## config.mk

```make
export PLATFORM = sky130hd
export DESIGN_NAME = display_scan_ctrl
export DESIGN_NICKNAME = d
export VERILOG_FILES = /design/src/rtl/disp_pkg.sv /design/src/rtl/digit_ring_search.sv /design/src/rtl/display_scan_ctrl.sv
export SDC_FILE = /design/constraint.sdc
export NUM_CORES = 1
export LEC_CHECK = 0
export ABC_CLOCK_PERIOD_IN_PS = 3700
export CAP_MARGIN = 20
export CORE_AREA = 2 2 60 104
export CTS_CLUSTER_DIAMETER = 50
export CTS_CLUSTER_SIZE = 16
export DETAILED_ROUTE_END_ITERATION = 6
export DIE_AREA = 0 0 62 106
export PLACE_DENSITY = 0.72
export RECOVER_POWER = 25
export SLEW_MARGIN = 20
export SYNTH_ARGS = -nofsm -noshare
export SYNTH_HDL_FRONTEND = slang
export SYNTH_SLANG_ARGS = --single-unit
```

## constraint.sdc

```tcl
create_clock -name clk -period 3.7 [get_ports clk]
set_clock_uncertainty 0.15 [all_clocks]
set_input_delay 0.925 -clock clk [delete_from_list [all_inputs] [get_ports clk]]
set_output_delay 0.925 -clock clk [all_outputs]
set_load 0.02 [all_outputs]
```

## src/rtl/disp_pkg.sv

```systemverilog
// Shared types for the 8-digit seven-segment display path (scan controller,
// anode decoder, segment encoder).
package disp_pkg;

  localparam int N_DIGITS = 8;
  localparam int SEL_W    = 3;

  typedef logic [SEL_W-1:0] digit_idx_t;
  typedef logic [3:0]       nibble_t;

  // Nibble i of a packed 8-digit hex word.
  function automatic nibble_t get_nibble(input logic [31:0] word, input digit_idx_t idx);
    return word[{idx, 2'b00} +: 4];
  endfunction

endpackage

```

## src/rtl/digit_ring_search.sv

```systemverilog
// Combinational circular priority search: finds the first enabled digit after
// `cur`, wrapping 7 -> 0 and ending at `cur` itself.
module digit_ring_search
  import disp_pkg::*;
(
  input  digit_idx_t            cur,
  input  logic [N_DIGITS-1:0]   digit_en,
  output digit_idx_t            next,
  output logic                  wrap,
  output logic                  none
);

  digit_idx_t idx;

  always_comb begin
    next = cur;
    none = 1'b1;
    idx  = cur;
    // Scan from farthest to nearest so the nearest enabled index wins;
    // offset N_DIGITS aliases to cur, the lowest-priority candidate.
    for (int i = N_DIGITS; i >= 1; i--) begin
      idx = cur + digit_idx_t'(i);
      if (digit_en[idx]) begin
        next = idx;
        none = 1'b0;
      end
    end
    wrap = ~none & (next <= cur);
  end

endmodule

```

## src/rtl/display_scan_ctrl.sv

```systemverilog
// Time-multiplexed scan controller for the 8-digit seven-segment display.
// Optional build macro LEADING_ZERO_BLANK_EN adds leading-zero blanking.
module display_scan_ctrl
  import disp_pkg::*;
#(
  parameter int PRESCALE = 100_000,
  parameter int N        = SEL_W
) (
  input  logic                 clk,
  input  logic                 reset,
  input  logic [31:0]          value,
  input  logic [N_DIGITS-1:0]  digit_en,
  input  logic [N_DIGITS-1:0]  dp_in,
  output logic [N-1:0]         sel,
  output logic [3:0]           digit,
  output logic                 blank,
  output logic                 dp,
  output logic                 frame
);

  localparam int                CNT_W   = (PRESCALE > 1) ? $clog2(PRESCALE) : 1;
  localparam logic [CNT_W-1:0]  CNT_MAX = CNT_W'(PRESCALE - 1);

  logic [CNT_W-1:0]    cnt_q, cnt_d;
  digit_idx_t          sel_q, sel_d;
  nibble_t             digit_q, digit_d;
  logic                blank_q, blank_d;
  logic                dp_q, dp_d;
  logic                frame_q, frame_d;

  logic                tick;
  digit_idx_t          ring_next;
  logic                ring_wrap;
  logic                ring_none;
  logic [N_DIGITS-1:0] lz_blank;

  digit_ring_search u_ring (
    .cur      (sel_q),
    .digit_en (digit_en),
    .next     (ring_next),
    .wrap     (ring_wrap),
    .none     (ring_none)
  );

`ifdef LEADING_ZERO_BLANK_EN
  // Digit i blanks when it and every higher nibble are zero; digit 0 always shows.
  always_comb begin
    lz_blank = '0;
    for (int i = 1; i < N_DIGITS; i++) begin
      lz_blank[i] = ((value >> (4 * i)) == 32'd0);
    end
  end
`else
  assign lz_blank = '0;
`endif

  always_comb begin
    tick  = (cnt_q == CNT_MAX);
    cnt_d = tick ? '0 : cnt_q + 1'b1;

    // With nothing enabled the search returns cur, so sel simply holds.
    sel_d   = tick ? ring_next : sel_q;
    frame_d = tick & ring_wrap & ~ring_none;

    // Data outputs follow sel_d so they stay aligned with the registered sel.
    digit_d = get_nibble(value, sel_d);
    dp_d    = dp_in[sel_d];
    blank_d = ~digit_en[sel_d] | lz_blank[sel_d];
  end

  always_ff @(posedge clk) begin
    if (reset) begin
      cnt_q   <= '0;
      sel_q   <= '0;
      digit_q <= '0;
      blank_q <= 1'b1;
      dp_q    <= 1'b0;
      frame_q <= 1'b0;
    end else begin
      cnt_q   <= cnt_d;
      sel_q   <= sel_d;
      digit_q <= digit_d;
      blank_q <= blank_d;
      dp_q    <= dp_d;
      frame_q <= frame_d;
    end
  end

  assign sel   = sel_q;
  assign digit = digit_q;
  assign blank = blank_q;
  assign dp    = dp_q;
  assign frame = frame_q;

endmodule

```

==> results <==
- Summed over all layers, the global routing overflow is 0.
- The design draws about 0.64 mW.
- At the end of the flow, the number of nets in the layout was 410.
- The synthesized design contains 27 register bits.
- Dividing the synthesized area by the synthesized cell count gives 9.183 um2.
- The data arrival time at the worst-slack endpoint is 3.66 ns.
- The count of input and output buffers is 59.
- The final-report setup violation count is 0.
- The final count of pins violating max slew is 0.
- The cell taking the most area after synthesis is dfxtp_1.
- The initial antenna violation count is 0.
- The library cells used most frequently in the layout, excluding fill and tap cells, are clkdlybuf4s50_1 (44), buf_4 (36), mux2i_1 (29).
- The share of power burned in registers is a little under half.
- STA puts the critical path data required time at roughly 3.8 ns.
- The critical setup path kind is in2reg.
- The depth of the worst hold-timing path is 1.
- The proportion of synthesized flip-flops having asynchronous set or reset is 0%.
- The area growth from synthesis to final layout is 42.69%.
- The run finished with clean final reports.
- The primary flip-flop cell chosen by synthesis mapping is dfxtp_1.
- Leaving out fill and tap cells, the most frequent cell in the layout is clkdlybuf4s50_1.
- The total internal power is 0.4735 mW.
- The proportion of total power due to net switching is 25.70%.
- In the synthesized netlist, the number of instances is between 200 and 300.
- The clock transition at the registers of the reported paths is 0.10 ns.
- TritonCTS built the clock tree.
- The routed layout has about 2,400 vias.
- On the worst path, the slowest cell contributes a delay of approximately 0.53 ns.
- For this run, the total global-route usage over all layers was measured as between 20% and 30%.
- The floorplan step defined a die boundary enclosing about 6600 um2.
- STA classifies the critical path startpoint as a primary input.
- When the netlist entered floorplanning its net count stood at about 320.
- The total of warnings raised by yosys is 0.
- In the final routed layout, each cell accounts on average for 16.34 um.
- Across the VDD grid, the largest voltage drop is between 150 and 200 uV.
- The deepest clock path buffer count is 2.
- Summed over all cells, the static leakage comes to between 1 and 1.5 nW.
- The die is about 62 um wide.
- The power per cell area is around 190 nW/um2.
- Cells with a size suffix above 1 make up a little over a quarter of the layout.
- Summed over all layers, the routed wires come to approximately 7000 um.
- The pre-antenna-repair detailed-routing pass consisted of 4 iterations.
- The via count of the first global-routing pass was about 2,500.
- The region available for standard cell placement spans 5787 um2.
- After routing, the total negative slack on setup checks comes to 0 ns.
- The placer congestion estimate is 0.9136.
- For this design the top-level I/O count stands at 60.
- The least setup slack across all paths after layout is between 0.1 and 0.15 ns.
- By area the synthesized netlist is led by dfxtp_1 (22%), mux2i_1 (13%), mux4_2 (4.7%).
- The clock sink total is 27.
- The largest fanout on the critical path is 5.
- The cell at the root of the clock tree is clkbuf_8.
- For this design the total switching power over the nets is between 0.15 and 0.2 mW.
- The count of cells along the worst register-to-register path is 12.
- Per report_power, the clock group accounts for 26.6% of the total.
- The shortest clock period the worst path allows after layout is 3.580 ns.
- The post-synthesis sequential area ratio is roughly 22%.
- The critical path goes through dlygate4sd2_1 > mux4_2 > buf_4 > mux2_2 > mux2i_1 > o211ai_1 > a31o_2 > ha_1 > a21o_1 > a21oi_1 > a31oi_1 > nor3_1 > o31a_2.
- The endpoint kind of the worst setup timing path is a flop.
- The fmax is between 200 and 300 MHz.
- The detail route stage leaves a number of antenna-violating nets equal to 0.
- In this run the number of H-tree levels came out at 1.
- The number of rows created at floorplan is 37.
- The first global-routing pass estimated around 11,000 um of wire.
- Setup repair after global routing left no endpoint under its margin.
- For this run, the share of the core covered by cells in the final layout is 59.33%.
- The pin count of the biggest net entering global routing is 26.
- The number of buffers created by CTS is 3.
- At the pin with the least slew margin, the transition time is approximately 0.93 ns.
- The final-report hold violation count came to 0.
- In this run the tightest slew margin relative to its limit is 37.83%.
- Of the total power, combinational logic draws 26.4%.
- The placed wire-length estimate after detailed placement is approximately 5400 um.
- The slowest stage of the critical path is the mux4_2 cell.
- At the later pin of the worst-skew pair, clock insertion delay measures 0.28 ns.
- In this run the biggest area consumer among cell types represents roughly 22% of the synthesized area.
- In the finished design, the share of the clock period the worst path needs comes to a little over nine tenths.
- After detailed routing, the number of remaining DRC violations is 0.
- The initial core utilization is approximately 42%.
- The number of violations of the max-capacitance limit is 0.
- The number of distinct library cells after synthesis is 61.
- The floorplan step set the die height to about 110 um.
- The netlist area before placement is 2406 um2.
- On the final layout, the worst hold slack is 0.3313 ns.
- The count of flip-flops with a built-in enable after synthesis is 0.
- The placement-stage worst setup slack is -0.4556 ns.
- The per-cell via count in the routed design is between 5 and 6.
- The count of routing violations after the opening detailed-route iteration is 112.
- The number of diodes is 0.
- In this run the worst hold path is classified as reg2reg.
==> stage by stage <==
stage | cell area, um2 | cells
finish | 3433 | 431
floorplan | 2406 | 262
global placement | 3296 | 424
detailed placement | 3296 | 424
CTS | 3341 | 428
global route | 3433 | 431
==> path summary, 6_finish.rpt <==
check / from / endpoint / slack, ns
worst max-delay path: digit_en[4] / frame / 0.12
worst min-delay path: cnt_q[0] / cnt_q[0] / 0.33
worst max register to register: sel[0] / digit[0] / 0.23
worst min register to register: cnt_q[0] / cnt_q[0] / 0.33
==> cell usage after synthesis, drive strengths merged, types with 2 or more instances <==
cell	instances
mux2i	32
a22o	11
and3	8
or4	3
a221oi	2
clkbuf	6
inv	8
ha	6
o21ai	12
nor2	24
mux4	8
o21a	4
a211oi	5
nand2b	2
buf	6
or3	3
mux2	6
nand3	11
nand4	3
nor4	2
xnor2	9
a211o	2
clkinv	2
xor2	6
dfxtp	27
nor2b	3
a21o	4
nand2	9
a21oi	11
nor3	11
==> repair_timing <==
| action | 4_1_cts | 5_1_grt |
|---|---|---|
| pin swaps | 1 | 3 |
| endpoints found under the setup margin | 7 | 1 |
| gates resized for setup | 11 | 20 |
| hold buffers | 0 | 0 |
| setup buffers | 0 | 0 |
| hold endpoints to repair | 0 | 0 |
| cloned | 0 | 3 |
==> per-layer routing <==
layer  vias to the layer above  global-route usage [%]  wire (um)
met5                         -                       0          0
met3                        22                   1.946        203
li1                       1171                       -          -
met2                        72                   41.67       4107
met1                      1178                   22.21       2442
met4                         0                   11.09        287
==> flip-flops by register name (all words and copies together), names as in the netlist <==
signal,flops
sel,3
frame,1
digit,4
blank,1
cnt_q,17
dp,1
==> critical path, delay by kind of cell <==
family,cells,cell delay [ns]
buf+inv,2,0.44
compound gates,6,0.88
fa+ha+maj,1,0.29
mux,3,0.99
simple gates,1,0.14
==> cell families (layout without fill, tap and decap cells) <==
group / after synthesis / in the layout / synth area share [%]
compound gates: 62 / 62 / 19.92
fa+ha+maj: 6 / 6 / 3.120
flops: 27 / 27 / 22.46
buf+inv: 23 / 114 / 5.512
simple gates: 83 / 83 / 19.14
xor+xnor: 15 / 15 / 5.460
mux: 46 / 46 / 24.39
==> power by group through the flow <==
stage / combinational [mW] / clock, mW / sequential [mW]
2_1_floorplan: 0.0623 / 0 / 0.311
3_3_place_gp: 0.165 / 0 / 0.308
3_5_place_dp: 0.168 / 0 / 0.307
4_1_cts: 0.166 / 0.176 / 0.301
5_1_grt: 0.182 / 0.183 / 0.301
6_report: 0.168 / 0.170 / 0.300
==> final cells by class <==
class	instances	area [um2]
Clock buffer	3	41.29
Clock inverter	1	7.507
Fill cell	521	2354
Inverter	10	38.79
Multi-Input combinational cell	212	1775
Sequential cell	27	544.3
Tap cell	78	97.59
Timing Repair Buffer	100	928.4
(Power assumes the default switching activity.)
